===== src/rtl/wb_port_arbiter.sv =====
// Register-file writeback arbiter: merges a buffered pipeline port with a multi-cycle
// unit port, one write per cycle, with a starvation guard for the multi-cycle side.
module wb_port_arbiter #(
    parameter int STARVE_LIMIT = 4
) (
    input  logic        clk,
    input  logic        rst,
    input  logic        p_valid,
    input  logic [31:0] p_data,
    input  logic [4:0]  p_dest,
    input  logic        p_is_b_type,
    output logic        p_ready,
    input  logic        m_valid,
    input  logic [31:0] m_data,
    input  logic [4:0]  m_dest,
    output logic        m_ready,
    output logic        reg_write_enable,
    output logic [31:0] write_data,
    output logic [4:0]  write_addr,
    output logic        busy
);

    typedef enum logic {
        ARB_PIPE  = 1'b0,
        ARB_FORCE = 1'b1
    } arb_state_t;

    localparam logic [3:0] LIMIT = 4'(STARVE_LIMIT);

    arb_state_t  state_q, state_d;
    logic [1:0]  count_q, count_d;
    logic        wr_ptr_q, wr_ptr_d;
    logic        rd_ptr_q, rd_ptr_d;
    logic [3:0]  starve_q, starve_d;
    logic        we_q, we_d;
    logic [31:0] wdata_q, wdata_d;
    logic [4:0]  waddr_q, waddr_d;

    logic        pipe_grant;
    logic        m_grant;
    logic        enq;
    logic [36:0] head;

    // Two FIFO slots; contents are don't-care until written, so no reset.
    genvar gi;
    generate
        for (gi = 0; gi < 2; gi++) begin : g_fifo
            logic [36:0] entry_q;
            always_ff @(posedge clk) begin
                if (enq && (wr_ptr_q == 1'(gi))) begin
                    entry_q <= {p_data, p_dest};
                end
            end
        end
    endgenerate

    assign head    = rd_ptr_q ? g_fifo[1].entry_q : g_fifo[0].entry_q;
    assign p_ready = (count_q != 2'd2);
    assign m_ready = m_grant && !rst;
    assign busy    = (count_q != 2'd0) || m_valid;

    assign reg_write_enable = we_q;
    assign write_data       = wdata_q;
    assign write_addr       = waddr_q;

    always_comb begin
        pipe_grant = 1'b0;
        m_grant    = 1'b0;
        case (state_q)
            ARB_FORCE: begin
                m_grant    = m_valid;
                pipe_grant = !m_valid && (count_q != 2'd0);
            end
            default: begin
                pipe_grant = (count_q != 2'd0);
                m_grant    = (count_q == 2'd0) && m_valid;
            end
        endcase
    end

    always_comb begin
        count_d  = count_q;
        wr_ptr_d = wr_ptr_q;
        rd_ptr_d = rd_ptr_q;
        starve_d = 4'd0;
        state_d  = state_q;
        we_d     = 1'b0;
        wdata_d  = 32'd0;
        waddr_d  = 5'd0;

        // Branches and x0 writes are accepted but never occupy a slot.
        enq = p_valid && p_ready && !p_is_b_type && (p_dest != 5'd0);

        if (enq)        wr_ptr_d = ~wr_ptr_q;
        if (pipe_grant) rd_ptr_d = ~rd_ptr_q;

        case ({enq, pipe_grant})
            2'b10:   count_d = count_q + 2'd1;
            2'b01:   count_d = count_q - 2'd1;
            default: count_d = count_q;
        endcase

        if (pipe_grant) begin
            we_d    = 1'b1;
            wdata_d = head[36:5];
            waddr_d = head[4:0];
        end else if (m_grant && (m_dest != 5'd0)) begin
            we_d    = 1'b1;
            wdata_d = m_data;
            waddr_d = m_dest;
        end

        if (m_valid && !m_grant) begin
            starve_d = (starve_q == 4'hF) ? starve_q : starve_q + 4'd1;
        end

        // The limit is checked on the value being loaded so the force takes
        // effect in the cycle right after the counter reaches it.
        case (state_q)
            ARB_PIPE: begin
                if (starve_d == LIMIT) state_d = ARB_FORCE;
            end
            ARB_FORCE: begin
                if (m_grant || !m_valid) state_d = ARB_PIPE;
            end
            default: state_d = ARB_PIPE;
        endcase
    end

    always_ff @(posedge clk or posedge rst) begin
        if (rst) begin
            state_q  <= ARB_PIPE;
            count_q  <= 2'd0;
            wr_ptr_q <= 1'b0;
            rd_ptr_q <= 1'b0;
            starve_q <= 4'd0;
            we_q     <= 1'b0;
            wdata_q  <= 32'd0;
            waddr_q  <= 5'd0;
        end else begin
            state_q  <= state_d;
            count_q  <= count_d;
            wr_ptr_q <= wr_ptr_d;
            rd_ptr_q <= rd_ptr_d;
            starve_q <= starve_d;
            we_q     <= we_d;
            wdata_q  <= wdata_d;
            waddr_q  <= waddr_d;
        end
    end

endmodule


===== config.mk =====
export PLATFORM = sky130hd
export DESIGN_NAME = wb_port_arbiter
export DESIGN_NICKNAME = d
export VERILOG_FILES = /design/src/rtl/wb_port_arbiter.sv
export SDC_FILE = /design/constraint.sdc
export NUM_CORES = 1
export LEC_CHECK = 0
export BUFFER_PORTS_ARGS = -buffer_cell sky130_fd_sc_hd__clkbuf_2
export CORE_MARGIN = 2
export CORE_UTILIZATION = 45
export CTS_BUF_LIST = sky130_fd_sc_hd__clkbuf_4 sky130_fd_sc_hd__clkbuf_8
export CTS_CLUSTER_SIZE = 25
export DETAILED_ROUTE_END_ITERATION = 7
export PLACE_DENSITY = 0.72
export SYNTH_ARGS = -nofsm -noshare
export SYNTH_HDL_FRONTEND = slang
export SYNTH_SLANG_ARGS = --single-unit

===== constraint.sdc =====
create_clock -name clk -period 2.75 [get_ports clk]
set_input_delay 0.1375 -clock clk [delete_from_list [all_inputs] [get_ports clk]]
set_output_delay 0.1375 -clock clk [all_outputs]
set_load 0.1 [all_outputs]

==> results.txt <==
----------------------------------------------------
[Clocking]
  Clock network latency to the later pin of the worst-skew pair ... about 0.42 ns
  Clock tree from TritonCTS ... built
  Clock sinks ... about 120
  Number of H-tree levels ... 4
  Post-CTS Setup Inserts ... 0
  Clock-pin slew of the registers on the worst-case setup and hold paths ... about 0.07 ns
  Number of buffers on the longest clock path ... 2
  CTS Root Cell ... clkbuf_8
  Clock buffer count from CTS ... 17

[GRT]
  Number of global-route vias before repair ... between 3000 and 4000
  First-pass GRT wire length ... 15500 um
  Number of antenna violations at the first check in global routing ... 0
  Global routing usage summed across all routing layers ... between 10% and 20%
  Largest net degree at the start of global routing ... 32
  Total congestion overflow ... 0

[Timing]
  Final TNS setup ... 0 ns
  Headroom to the max-slew limit ... between 50 and 60%
  Final number of setup-violating endpoints ... 0
  Min setup slack post-route ... approximately 0.79 ns
  Final Hold Viols ... 0
  Post-layout min period ... roughly 2 ns
  Period Utilization, post-route ... ~70%
  Worst setup skew after layout ... a little under 0.007 ns
  F_max ... 511 MHz
  Transition time at the pin with the least slew margin ... roughly 0.74 ns
  Final number of max-transition violations ... 0
  Setup repair after global routing missed its margin ... false

[Synth]
  Average footprint of a synthesized cell ... around 18 um2
  Nets in the synthesized netlist ... approximately 340
  Sequential share of the synthesized area ... slightly above 70%
  Flip-flop and latch count after synthesis ... 121
  Proportion of register bits with asynchronous set or reset after synthesis ... 38.8%
  Cell area after synthesis ... ~4700 um2
  Post-synth EDFFs ... 74
  Main area contributors after synthesis ... edfxtp_1 (48%), dfrtp_1 (25%), o2bb2ai_2 (9.6%), mux2i_1 (8.1%), o2bb2ai_1 (1.1%)
  Yosys warning count ... 0
  Share of the synthesized area in the top cell type ... approximately 48%
  Gate count after technology mapping ... 254
  Main synth FF type ... edfxtp_1
  Number of distinct library cells after synthesis ... 29
  Cell taking the most area after synthesis ... edfxtp_1

[Layout]
  Area delta synth->final ... 42.1%
  Final net count ... around 540
  Antenna diode count ... 0
  Share of final-layout standard cells stronger than drive strength 1 ... a little over two fifths
  Core Util, Final ... about two thirds
  Final non-filler cell area ... around 6600 um2

[Detailed routing]
  Per-cell routed wire length ... approximately 16 um
  Number of detailed-route iterations in the first pass ... 4
  Iter 0 DRT Violations ... about 130
  Metal3 WL ... ~430 um
  Antenna-violating nets left ... 0
  Top Layer Used ... met4
  Wirelength, routed ... roughly 9900 um
  Vias per inst ... 4.87
  Number of remaining DRC errors ... 0
  Routed length on met2 ... 5380 um
  Wire length on met1 ... roughly 4000 um
  Total vias in the final route ... 2981

[Floorplanning]
  Area of the die ... 11200 um2
  Horizontal extent of the die ... 106 um
  Core area ... slightly above 10000 um2
  Die H ... approximately 110 um
  Count of standard-cell rows ... 37
  Initial Util ... a little under half
  I/O pin count ... 120

[Critical path]
  Worst Setup SP ... count_q[0]
  Kind of critical path ... reg2out
  Worst path slowest cell ... clkbuf_2
  Crit path buffers/inverters ... 1
  Reg-to-reg critical path startpoint ... count_q[0]
  Crit start category ... flop
  Largest fanout of any net on the critical path ... 6
  CP cell instances ... o21ba_2, nor3_2, clkbuf_2
  Nature of the critical path endpoint ... output pin
  Arrival time reported for the critical path endpoint ... roughly 1.8 ns
  Peak per-stage delay on the critical path ... 0.49 ns
  Top Family by Delay on Critical Path ... buffers and inverters
  Required time of the worst setup path ... ~2.6 ns

[Power]
  Power density over cell area ... around 1200 nW/um2
  Clk pwr share ... between 10% and 20%
  Switching power total ... ~0.004 W
  Lkg Pwr ... approximately 2.8 nW
  Peak supply drop ... approximately 0.85 mV
  Combinational fraction of design power ... between 40 and 50%
  Sw Share ... 48.3%
  Internal Dissipation ... approximately 0.0042 W
  Register share of total power ... about a third

[Job]
  Max-cap violations ... 0

[Placement]
  Placed Instance Area ... 5510 um2
  PortBufs ... 119
  Worst slack at placement ... just over 0.8 ns
  Gpl congestion ... 0.714
  Half-perimeter wire length after detailed placement ... roughly 6000 um

[Min path]
  HP Start ... m_dest[3]
  Hold Path Class ... in2reg

[Outcome]
  Status ... completed

----------------------------------------------------
## layer usage
layer | vias to the layer above | GRT usage (%)
met4 | 0 | 6.48
met5 | - | 0
li1 | 1408 | -
met2 | 87 | 33.5
met1 | 1473 | 20.9
met3 | 13 | 6.07
## layout make-up
cell class	instances	area (um2)
flip-flops and latches	121	3400
repair buffers	201	1430
clock buffers	22	278
well taps	136	170
clock inverters	10	125
multi-input cells	116	1220
fillers	746	3540
inverters	6	22.5
## cells in the mapped netlist (2+ instances only)
cell type,instances
inv_1,5
nand2b_1,2
mux2i_1,38
nor2_1,10
xnor2_1,5
o2bb2ai_2,30
nor3_1,2
o2bb2ai_1,6
buf_6,3
dfrtp_1,47
nor4b_1,2
nand2_1,2
nand3_1,3
or3_1,2
buf_2,8
a211oi_1,2
ha_1,2
edfxtp_1,74
## registers in the layout (all words and copies together) (netlist names)
| signal | cells |
|---|---|
| reg_write_enable | 1 |
| write_addr | 5 |
| count_q | 2 |
| wr_ptr_q | 1 |
| g_fifo.entry_q | 74 |
| state_q | 1 |
| write_data | 32 |
| starve_q | 4 |
| rd_ptr_q | 1 |
## worst paths after layout
| kind | endpoint | cells past startpoint | slack, ns |
|---|---|---|---|
| min reg2reg | write_addr[1] | 2 | 0.52 |
| max reg2reg | write_data[8] | 4 | 0.79 |
| max in group asynchronous | write_data[5] | 4 | 1.65 |
| min in group asynchronous | write_data[30] | 3 | 0.36 |
| min | write_addr[3] | 3 | 0.02 |
| max | m_ready | 3 | 0.79 |
## layout by cell type (no fill, tap or decap), drive strengths merged, types with 2 or more instances in the layout
master	synthesis	final
or3	2	2
dlygate4sd3	0	73
clkbuf	0	141
nand2	2	2
edfxtp	74	74
inv	6	6
mux2i	38	38
ha	2	2
nor2	10	10
buf	11	9
o2bb2ai	36	36
nor4b	2	2
a211oi	3	3
clkinv	0	7
dfrtp	47	47
nor3	2	2
xnor2	5	5
nand3	3	3
nand2b	2	2
bufinv	0	3
## worst reg2reg max path: cells and delay by family, from the launching register on
kind	cells	cell delay, ns
AO/OA/AOI/OAI	3	1.08
flip-flops	1	0.46
buffers and inverters	1	0.34
## through the flow
stage | total power (W) | cells | hold WS (ns)
2_1_floorplan | 0.00578 | 254 | 0.236
3_3_place_gp | 0.00642 | 507 | 0.263
3_5_place_dp | 0.00647 | 507 | 0.271
4_1_cts | 0.00814 | 611 | 0.00117
5_1_grt | 0.00842 | 612 | 0.00734
6_report | 0.00812 | 612 | 0.0185
## power by group through the flow
stage,clock (W),combinational (W),sequential (W)
5_1_grt,0.00171,0.00402,0.00268
2_1_floorplan,0,0.00116,0.00462
4_1_cts,0.00162,0.00389,0.00263
3_3_place_gp,0,0.00376,0.00266
3_5_place_dp,0,0.00380,0.00267
6_report,0.00160,0.00389,0.00264
## cells by family (layout without fill, tap and decap cells)
kind of cell	Yosys count	after routing	share of synthesized area (%)
AO/OA/AOI/OAI	44	44	12.5
flip-flops	121	121	72.7
adder cells (fa/ha/maj)	2	2	0.535
buffers and inverters	17	239	2.06
XOR/XNOR	6	6	1.12
AND/OR/NAND/NOR	26	26	3.02
multiplexers	38	38	8.13
## what timing repair did
item | 4_1_cts | 5_1_grt
hold buffers | 72 | 1
hold endpoints to repair | 134 | 1
resized for setup | 0 | 0
Note: power is estimated with default switching activity, not from simulation.
